[src/rtl/alu_share_arbiter.sv]
// Round-robin sharing of one registered ALU between two requesters. Each result
// is tagged with its originator and returned on that port's response channel.
module alu_share_arbiter #(
  parameter int WIDTH  = 32,
  parameter int CTRL_W = 4
) (
  input  logic              clk,
  input  logic              resetn,
  input  logic              req0_valid,
  output logic              req0_ready,
  input  logic [WIDTH-1:0]  req0_a,
  input  logic [WIDTH-1:0]  req0_b,
  input  logic [CTRL_W-1:0] req0_op,
  output logic              rsp0_valid,
  input  logic              rsp0_ready,
  output logic [WIDTH-1:0]  rsp0_result,
  input  logic              req1_valid,
  output logic              req1_ready,
  input  logic [WIDTH-1:0]  req1_a,
  input  logic [WIDTH-1:0]  req1_b,
  input  logic [CTRL_W-1:0] req1_op,
  output logic              rsp1_valid,
  input  logic              rsp1_ready,
  output logic [WIDTH-1:0]  rsp1_result,
  output logic [WIDTH-1:0]  alu_a,
  output logic [WIDTH-1:0]  alu_b,
  output logic [CTRL_W-1:0] alu_control,
  input  logic [WIDTH-1:0]  alu_result
);

  // Handshakes: a transfer happens on a cycle where valid && ready; the source
  // keeps valid and payload stable until then, and ready never depends on a
  // dropped request.
  logic             busy0, busy1;
  logic             rsp_v0, rsp_v1;
  logic [WIDTH-1:0] rsp_d0, rsp_d1;
  logic             inflight_v, inflight_id;
  logic             last_grant;
  logic             elig0, elig1;
  logic             grant0, grant1;
  logic             hs0, hs1;

  assign elig0 = resetn && req0_valid && !busy0;
  assign elig1 = resetn && req1_valid && !busy1;

  always_comb begin
    grant0 = 1'b0;
    grant1 = 1'b0;
    if (elig0 && elig1) begin
      grant0 = last_grant;
      grant1 = !last_grant;
    end else begin
      grant0 = elig0;
      grant1 = elig1;
    end
  end

  assign req0_ready = grant0;
  assign req1_ready = grant1;

  always_comb begin
    alu_a       = '0;
    alu_b       = '0;
    alu_control = '0;
    if (grant0) begin
      alu_a       = req0_a;
      alu_b       = req0_b;
      alu_control = req0_op;
    end else if (grant1) begin
      alu_a       = req1_a;
      alu_b       = req1_b;
      alu_control = req1_op;
    end
  end

  assign hs0 = rsp_v0 && rsp0_ready;
  assign hs1 = rsp_v1 && rsp1_ready;

  always_ff @(posedge clk) begin
    if (!resetn) begin
      busy0       <= 1'b0;
      busy1       <= 1'b0;
      rsp_v0      <= 1'b0;
      rsp_v1      <= 1'b0;
      rsp_d0      <= '0;
      rsp_d1      <= '0;
      inflight_v  <= 1'b0;
      inflight_id <= 1'b0;
      last_grant  <= 1'b1;
    end else begin
      if (hs0) begin
        rsp_v0 <= 1'b0;
        busy0  <= 1'b0;
      end
      if (hs1) begin
        rsp_v1 <= 1'b0;
        busy1  <= 1'b0;
      end
      if (grant0) busy0 <= 1'b1;
      if (grant1) busy1 <= 1'b1;
      if (grant0 || grant1) begin
        inflight_v  <= 1'b1;
        inflight_id <= grant1;
        last_grant  <= grant1;
      end else begin
        inflight_v <= 1'b0;
      end
      // The ALU output now belongs to the op issued last cycle.
      if (inflight_v) begin
        if (inflight_id) begin
          rsp_d1 <= alu_result;
          rsp_v1 <= 1'b1;
        end else begin
          rsp_d0 <= alu_result;
          rsp_v0 <= 1'b1;
        end
      end
    end
  end

  assign rsp0_valid  = rsp_v0;
  assign rsp1_valid  = rsp_v1;
  assign rsp0_result = rsp_d0;
  assign rsp1_result = rsp_d1;

  a_no_capture_overrun: assert property (@(posedge clk) disable iff (!resetn)
    inflight_v |-> !(inflight_id ? rsp_v1 : rsp_v0));

endmodule
[config.mk]
export PLATFORM = sky130hd
export DESIGN_NAME = alu_share_arbiter
export DESIGN_NICKNAME = d
export VERILOG_FILES = /design/src/rtl/alu_share_arbiter.sv
export SDC_FILE = /design/constraint.sdc
export NUM_CORES = 1
export LEC_CHECK = 0
export CAP_MARGIN = 20
export CORE_AREA = 3 3 119 121
export DETAILED_ROUTE_END_ITERATION = 6
export DIE_AREA = 0 0 122 124
export GPL_TIMING_DRIVEN = 1
export PLACE_DENSITY_LB_ADDON = 0.15
export SETUP_SLACK_MARGIN = 0.02
export SLEW_MARGIN = 20
export SYNTH_ARGS = -nofsm -noshare
export SYNTH_HDL_FRONTEND = slang
export SYNTH_SLANG_ARGS = --single-unit
[constraint.sdc]
create_clock -name clk -period 1.5 [get_ports clk]
set_input_delay 0.3 -clock clk [delete_from_list [all_inputs] [get_ports clk]]
set_output_delay 0.3 -clock clk [all_outputs]
set_load 0.02 [all_outputs]
* After elaboration in Yosys (flattened, before gate mapping)
Index checks and enable logic that the tools add are counted.
** Word-level totals
- Bits in registers :: 71
- Bits of input ports :: 174
- Output and inout port bits :: 136
** Cells by class
- Mux-type cells :: 19
- Bitwise gates (word level) :: 1
- Reductions and logical operators :: 15
** Operators with widths (number)
- 2-to-1 mux 32 bit :: 4
- 2-to-1 mux 1 bit :: 13
- 2-to-1 mux 4 bit :: 2
- logical AND 1 bit :: 7
- AND reduction 2 bit :: 2
- nonzero test 2 bit :: 2
- logical NOT 1 bit :: 3
- logical OR 1 bit :: 1
- NOT 1 bit :: 1

* Longest topological paths before layout
Gate-level depths: netlist of run 1.
- Depth after elaboration :: 6
- Depth in mapped cells :: 5

* Least setup slack after synthesis of run 1
No wires, ideal clock.
- Path type :: input to output
- From :: input port resetn
- To :: output port alu_a[24]
- Arrival time :: 1.222 ns
- Slack :: -0.022 ns
- Stages :: 5
- Buffers on the path :: 3
- Cells stage by stage :: buf_2 -> nor3b_1 -> buf_4 -> buf_6 -> a22o_1
** Between the ends
- Elaborated cells on any way between the ends :: 9
** RTL lines
- from (decl) :: line 8 : input logic resetn,
- logical AND 1 bit, on equally long branches (2 in series) :: line 43, 44
- logical AND 1 bit :: line 49 : if (elig0 && elig1) begin
- 2-to-1 mux 1 bit (*) :: line 49
- net req0_ready :: line 10 : output logic req0_ready,
- 2-to-1 mux 32 bit (*) :: line 65 : if (grant0) begin
- to (decl) :: line 25 : output logic [WIDTH-1:0] alu_a,
The timed path passes the listed nets; every way through them passes the cells marked *.

* Worst setup path after layout of run 1
- From :: register busy1
- To :: output port alu_a[14]
** Between the ends
- Longest elaborated chain between the ends :: 6
- Elaborated cells on any way between the ends :: 7
** RTL lines
- from (decl) :: line 34 : logic busy0, busy1;
- from (signal assigned) :: line 82 : busy1 <= 1'b0;
- from (signal assigned) :: line 97 : busy1 <= 1'b0;
- from (signal assigned) :: line 100 : if (grant1) busy1 <= 1'b1;
- logical NOT 1 bit (*) :: line 44 : assign elig1 = resetn && req1_valid && !busy1;
- logical AND 1 bit (*) :: line 44
- logical AND 1 bit :: line 49
- 2-to-1 mux 1 bit :: line 49
- 2-to-1 mux 32 bit :: line 69 : end else if (grant1) begin
- 2-to-1 mux 32 bit (*) :: line 65
Every way passes the cells marked *; elsewhere a longest branch is shown, timed or not.

==> results.yml, run 1 <==
final_layout:
  post-route-util_pct: 57.9
  drive_above_1_share_pct: 21.7
  fill_cells: 1189
  fin_cells: 909
  multi_input_area_mm2: 0.00184
  fin_nets: 901
  final-seq-area_mm2: 0.00143
  area_delta_synth_final_pct: 124
critical_path:
  slowest_stage: "dfxtp_4"
  crit_required_ns: 1.20
  crit_path_max_fanout: 8
  start_kind: "flip-flop"
  path_cells: "nor3b_4, nor3b_4, buf_6, buf_12, buf_6, a22o_1, buf_6"
  cp-end-kind: "primary output"
  critPathKind: "flip-flop to primary output"
  cp.depth: 7
  cp_num_buf_inv: 4
  r2r_start: "busy1$_SDFFE_PN0P_"
  crit_top_cell: "buf_6"
  rrSetupSlack_ns: 0.11
  worstSetupStartpoint: "busy1$_SDFFE_PN0P_"
  r2r-end: "busy0$_SDFFE_PN0P_"
  max_stage_delay_ns: 0.36
  critPathArrivalTime_ns: 1.78
  crit_end: "alu_a[14]"
  crit_family: "buffers and inverters"
  worstRegToRegCells: 6
synthesis:
  synth_nets: 568
  syn_inst: 394
  synth_compound_area_share_pct: 33.3
  yosysMostFrequentCell: "nand2_1"
  ys_ff_latch: 71
  synth_edf_count: 0
  synthTopCellsByArea: "dfxtp_1 (42%), a22o_1 (17%), nand2_1 (15%)"
  ys_types: 22
  ys.flop_type: "dfxtp_1"
  synth_area_mm2: 0.00341
  synth_top_family_by_area: "compound AO/OA/AOI/OAI gates"
  synth_area_per_cell_um2: 8.67
  yosysSeqAreaShare_pct: 41.6
  synthArstFlopShare_pct: 0
  synth_fa_ha_area_share_pct: 0
  synthTopCellsByCount: "nand2_1 (132), dfxtp_1 (71), a22o_1 (68)"
  synthSimpleGateAreaFrac_pct: 16.9
  yosys.area_share.xor_xnor_pct: 0
  synthMuxAreaShare_pct: 0
  ys_warn_count: 0
  synth_top_area_share_pct: 41.6
  synth_top_area_cell: "dfxtp_1"
timing:
  finalCritPeriodShare_pct: 138
  tns_ns: -35.27
  tightest_slew_ns: 0.396
  hold_ws_ns: 0.432
  finalHoldViolations: 0
  slew_viol_final: 0
  worst_slack_ns: -0.577
  finalSetupViolations: 70
  fmax_ghz: 0.481
  rsz0062_at_grt: "true"
  period_minus_slack_ns: 2.08
  relSlewSlack_pct: 73.6
  fin_worst_skew_ns: 0.00723
run_status:
  violations: "negative setup slack"
  status: "complete, but fails checks"
grt:
  grt_pass1_wl_um: 25000
  grt_start_max_net_pins: 49
  grt_use_total_pct: 21.7
  grt_pass1_vias: 4026
  antenna_found_initial: 2
  grt_overflow: 0
pwr:
  power_frac_comb_pct: 33.8
  switching_share_pct: 28.9
  p_leak_nw: 3.34
  power_frac_seq_pct: 30.8
  p_clk_share_pct: 35.3
  powerDensity_mw_per_mm2: 874
  total_power_mw: 6.67
  max-vdd-ir-drop_uv: 638
  p_int_mw: 4.74
  power_switching_mw: 1.93
route:
  wirelength_um: 18000
  drtPass1Iterations: 4
  ant_nets: 0
  drt_iter0_markers: 179
  vias: 4224
  avgViaCountPerCell: 4.65
  drc: 0
  post_drt_wl_per_cell_um: 19.8
placement:
  port_buffers: 309
  place_inst: 861
  dp_hpwl_um: 12400
  routabilityCongestion: 0.745
clock_tree:
  numCtsBuffers: 9
  numClockSinks: 71
  postCtsHoldBufs: 0
  root_buffer: "clkbuf_16"
  worst_skew_pair.late_latency_ns: 0.33
  tritoncts: "done"
  clkSlewWorstSetupHoldPaths_ns: 0.06
  htreeDepth: 3
  clock_path_buffers: 2
floorplanning:
  start_util_pct: 25.9
  num_rows: 42
  die_height_um: 124
  core-area_mm2: 0.0132
  dieArea_mm2: 0.0151
  die_x_um: 122
  pin_count: 310
worst_hold_path:
  min_path_type: "input pin to flip-flop"
  holdPathStages: 3
flow_run:
  cap_violations: 0
==> per-layer routing <==
| metal | vias to the layer above | wire [µm] | global-route usage (%) |
|---|---|---|---|
| met3 | 23 | 1650 | 8.04 |
| met1 | 1973 | 6930 | 25.5 |
| met2 | 185 | 9180 | 36.8 |
| li1 | 2041 | - | - |
| met4 | 2 | 272 | 7.00 |
| met5 | - | 13 | 0 |
==> worst min-delay path by stage <==
stage	start	endpoint
2_1_floorplan	alu_result[3]	rsp0_result[3]$_SDFFE_PN0P_
3_3_place_gp	rsp1_result[14]$_SDFFE_PN0P_	rsp1_result[14]$_SDFFE_PN0P_
3_5_place_dp	rsp1_result[12]$_SDFFE_PN0P_	rsp1_result[12]$_SDFFE_PN0P_
4_1_cts	req1_valid	inflight_v$_SDFF_PN0_
5_1_grt	req1_valid	inflight_v$_SDFF_PN0_
6_report	resetn	last_grant$_SDFFE_PN1P_
==> registers in the layout (all words and copies together) (netlist names) <==
signal / flops
busy1: 1
rsp0_result: 32
rsp1_result: 32
busy0: 1
inflight_v: 1
inflight_id: 1
last_grant: 1
rsp1_valid: 1
rsp0_valid: 1
==> stage by stage <==
step | setup slack (ns) | area [µm²]
2_1_floorplan | 0.00835 | 3490
3_3_place_gp | -1.14 | 6700
3_5_place_dp | -1.20 | 6700
4_1_cts | -0.580 | 7490
5_1_grt | -0.634 | 7630
6_report | -0.577 | 7630
==> layout by cell type (no fill, tap or decap), types with 2 or more instances in the layout <==
cell type,netlist,layout
clkdlybuf4s50_1,0,170
clkbuf_16,0,11
clkinvlp_4,0,2
buf_6,15,77
buf_16,0,8
nor3b_4,0,2
dlygate4sd2_1,0,68
a22o_4,0,10
bufinv_16,0,2
nand2b_1,4,4
buf_8,0,2
dfxtp_2,0,2
buf_12,0,8
nor2b_2,0,2
inv_6,0,2
dfxtp_1,71,68
nand2_1,132,132
buf_2,11,2
a21boi_0,45,45
a21boi_1,22,22
buf_4,1,22
a22o_1,68,58
==> power by group through the flow <==
stage | combinational (mW) | sequential [mW] | clock, mW
final | 2.26 | 2.06 | 2.36
after global routing | 2.38 | 2.07 | 2.53
after CTS | 2.20 | 2.06 | 2.43
after detailed placement | 1.96 | 2.10 | 0
after global placement | 1.94 | 2.09 | 0
after floorplan | 0.763 | 2.20 | 0
==> worst register-to-register path, delay by kind of cell (launching register included) <==
family	cells	cell delay [ns]
buf+inv	3	0.42
compound gates	1	0.17
flops	1	0.36
simple gates	2	0.33
==> cell families (layout without fill, tap and decap cells) <==
logic type      after synthesis  in the layout
simple gates                143            143
compound gates              140            141
flops                        71             71
other cells                   0              1
buf+inv                      40            377
==> cell type report <==
cell class,instances,share of cell area [%]
Tap cell,176,2.88
Sequential cell,71,18.7
Timing Repair Buffer,360,49.9
Clock buffer,9,2.95
Inverter,1,0.0492
Antenna cell,1,0.0328
Multi-Input combinational cell,284,24.1
Clock inverter,7,1.36
==> repair_timing <==
item,4_1_cts,5_1_grt
setup endpoints to repair,136,70
gates cloned,12,2
resized for setup,481,26
pin swaps,30,19
setup buffers,13,7
No activity file was read; power rests on OpenSTA's default activity.
==> run 2: changes to the inputs <==
MAX_ROUTING_LAYER = met4   (was default)
==> run 2 against run 1 <==
  * The run still ends with negative setup slack left
  * First-iteration DRC count grew 8.4%
  * Sequential power hardly changed
  * Clock skew is essentially flat
  * Register-to-register slack about the same
  * Maximum frequency is essentially flat
  * Clock-buffer cell count is the same
  * Worst hold slack gained 0.0020 ns
  * Global-route usage up 0.67 points
  * Critical endpoint unchanged
  * Largest cell class unchanged
  * Largest power group unchanged
  * Highest routed layer is now met4
==> results.yml, run 2 (synthesis gave the netlist of run 1 again) <==
run_status:
  status: "complete, but fails checks"
  violations: "negative setup slack"
clock_tree:
  numCtsBuffers: 9
  clkSlewWorstSetupHoldPaths_ns: 0.06
  clock_path_buffers: 2
  numClockSinks: 71
  worst_skew_pair.late_latency_ns: 0.33
  root_buffer: "clkbuf_16"
  htreeDepth: 3
  tritoncts: "done"
  postCtsHoldBufs: 0
placement:
  routabilityCongestion: 0.754
  preCtsSetupSlack_ns: -1.20
  dp_hpwl_um: 12400
  port_buffers: 309
  place_inst: 861
final_layout:
  fill_cells: 1188
  drive_above_1_share_pct: 21.7
  multi_input_area_mm2: 0.00184
  area_delta_synth_final_pct: 124
  final-seq-area_mm2: 0.00143
  final_cell_mix: "clkdlybuf4s50_1 (170), nand2_1 (132), buf_6 (77)"
  fin_cells: 910
  fin_nets: 901
  final_common_cell: "clkdlybuf4s50_1"
route:
  wirelength_um: 18100
  drc: 0
  post_drt_wl_per_cell_um: 19.9
  drt_iter0_markers: 194
  avgViaCountPerCell: 4.63
  vias: 4209
  drtPass1Iterations: 4
  ant_nets: 0
floorplanning:
  pin_count: 310
  start_util_pct: 25.9
  num_rows: 42
  dieArea_mm2: 0.0151
  die_x_um: 122
  die_height_um: 124
  core-area_mm2: 0.0132
timing:
  finalHoldViolations: 0
  tightest_slew_ns: 0.397
  worst_slack_ns: -0.577
  relSlewSlack_pct: 73.5
  hold_ws_ns: 0.434
  finalCritPeriodShare_pct: 138
  rsz0062_at_grt: "true"
  fmax_ghz: 0.481
  finalSetupViolations: 70
  fin_worst_skew_ns: 0.00726
  period_minus_slack_ns: 2.08
  slew_viol_final: 0
critical_path:
  cp-end-kind: "primary output"
  start_kind: "flip-flop"
  crit_end: "alu_a[14]"
  worstSetupStartpoint: "busy1$_SDFFE_PN0P_"
  critPathArrivalTime_ns: 1.78
  crit_path_max_fanout: 8
  rrSetupSlack_ns: 0.11
  r2r-end: "busy0$_SDFFE_PN0P_"
  worstRegToRegCells: 6
  critPathKind: "flip-flop to primary output"
  crit_required_ns: 1.20
  r2r_start: "busy1$_SDFFE_PN0P_"
pwr:
  p_leak_nw: 3.34
  p_clk_share_pct: 35.3
  powerDensity_mw_per_mm2: 874
  p_int_mw: 4.74
  max-vdd-ir-drop_uv: 641
  total_power_mw: 6.67
  power_switching_mw: 1.93
  power_frac_comb_pct: 33.8
  power_frac_seq_pct: 30.8
  switching_share_pct: 28.9
grt:
  grt_use_total_pct: 22.4
  antenna_found_initial: 2
  grt_start_max_net_pins: 49
  grt_pass1_wl_um: 25000
  grt_pass1_vias: 4027
  grt_overflow: 0
flow_run:
  cap_violations: 0
worst_hold_path:
  min_path_type: "input pin to flip-flop"
-- run 2: cell types whose count changed in the layout (fill, tap and decap cells not counted) --
cell / delta
diode_2: +1
-- run 2: cell type report --
class / instances / share of cell area, %
tap: 176 / 2.88
sequential: 71 / 18.7
clock buffer: 9 / 2.95
clock inverter: 7 / 1.36
timing repair buffer: 360 / 49.9
antenna: 2 / 0.0655
multi-input combinational: 284 / 24.1
inverter: 1 / 0.0491
-- run 2: worst min-delay path by stage --
stage | endpoint | from | slack, ns | cells after the start
4_1_cts | inflight_v$_SDFF_PN0_ | req1_valid | 0.43 | 3
6_report | inflight_v$_SDFF_PN0_ | req1_valid | 0.43 | 3
3_3_place_gp | rsp1_result[14]$_SDFFE_PN0P_ | rsp1_result[14]$_SDFFE_PN0P_ | 0.44 | 2
5_1_grt | inflight_v$_SDFF_PN0_ | req1_valid | 0.43 | 3
3_5_place_dp | rsp1_result[12]$_SDFFE_PN0P_ | rsp1_result[12]$_SDFFE_PN0P_ | 0.45 | 2
2_1_floorplan | rsp0_result[3]$_SDFFE_PN0P_ | alu_result[3] | 0.43 | 2
-- run 2: metrics by stage --
stage / area [µm²] / setup TNS, ns / util (%)
global route: 7640 / -39.70 / 57.9
detailed placement: 6700 / -80.12 / 50.8
finish: 7640 / -35.19 / 57.9
global placement: 6700 / -76.15 / 50.8
floorplan: 3490 / 0 / -
CTS: 7490 / -35.30 / 56.8
-- run 2: power groups by stage --
stage,Sequential (mW),Combinational (mW),Clock [mW]
global route,2.07,2.38,2.54
CTS,2.06,2.20,2.43
detailed placement,2.10,1.96,0
finish,2.06,2.26,2.36
global placement,2.09,1.94,0
floorplan,2.20,0.763,0
-- run 2: what timing repair did --
action / CTS / global route
setup buffers: 13 / 7
endpoints found under the setup margin: 136 / 70
cloned: 12 / 2
gates resized for setup: 481 / 26
pin swaps: 30 / 19
-- run 2: worst max-delay path: stages, from the launching register on --
cell and delay [ns]:
dfxtp_4 0.36, nor3b_4 0.25, nor3b_4 0.08, buf_6 0.16, buf_12 0.15, buf_6 0.11, a22o_1 0.21, buf_6 0.13
-- run 2: routing by layer --
layer / vias up / GRT usage (%) / wire (µm)
met4: 0 / 7.00 / 252
met5: - / - / 0
met2: 177 / 36.6 / 9190
met3: 18 / 7.58 / 1550
met1: 1969 / 26.0 / 7070
li1: 2045 / - / -
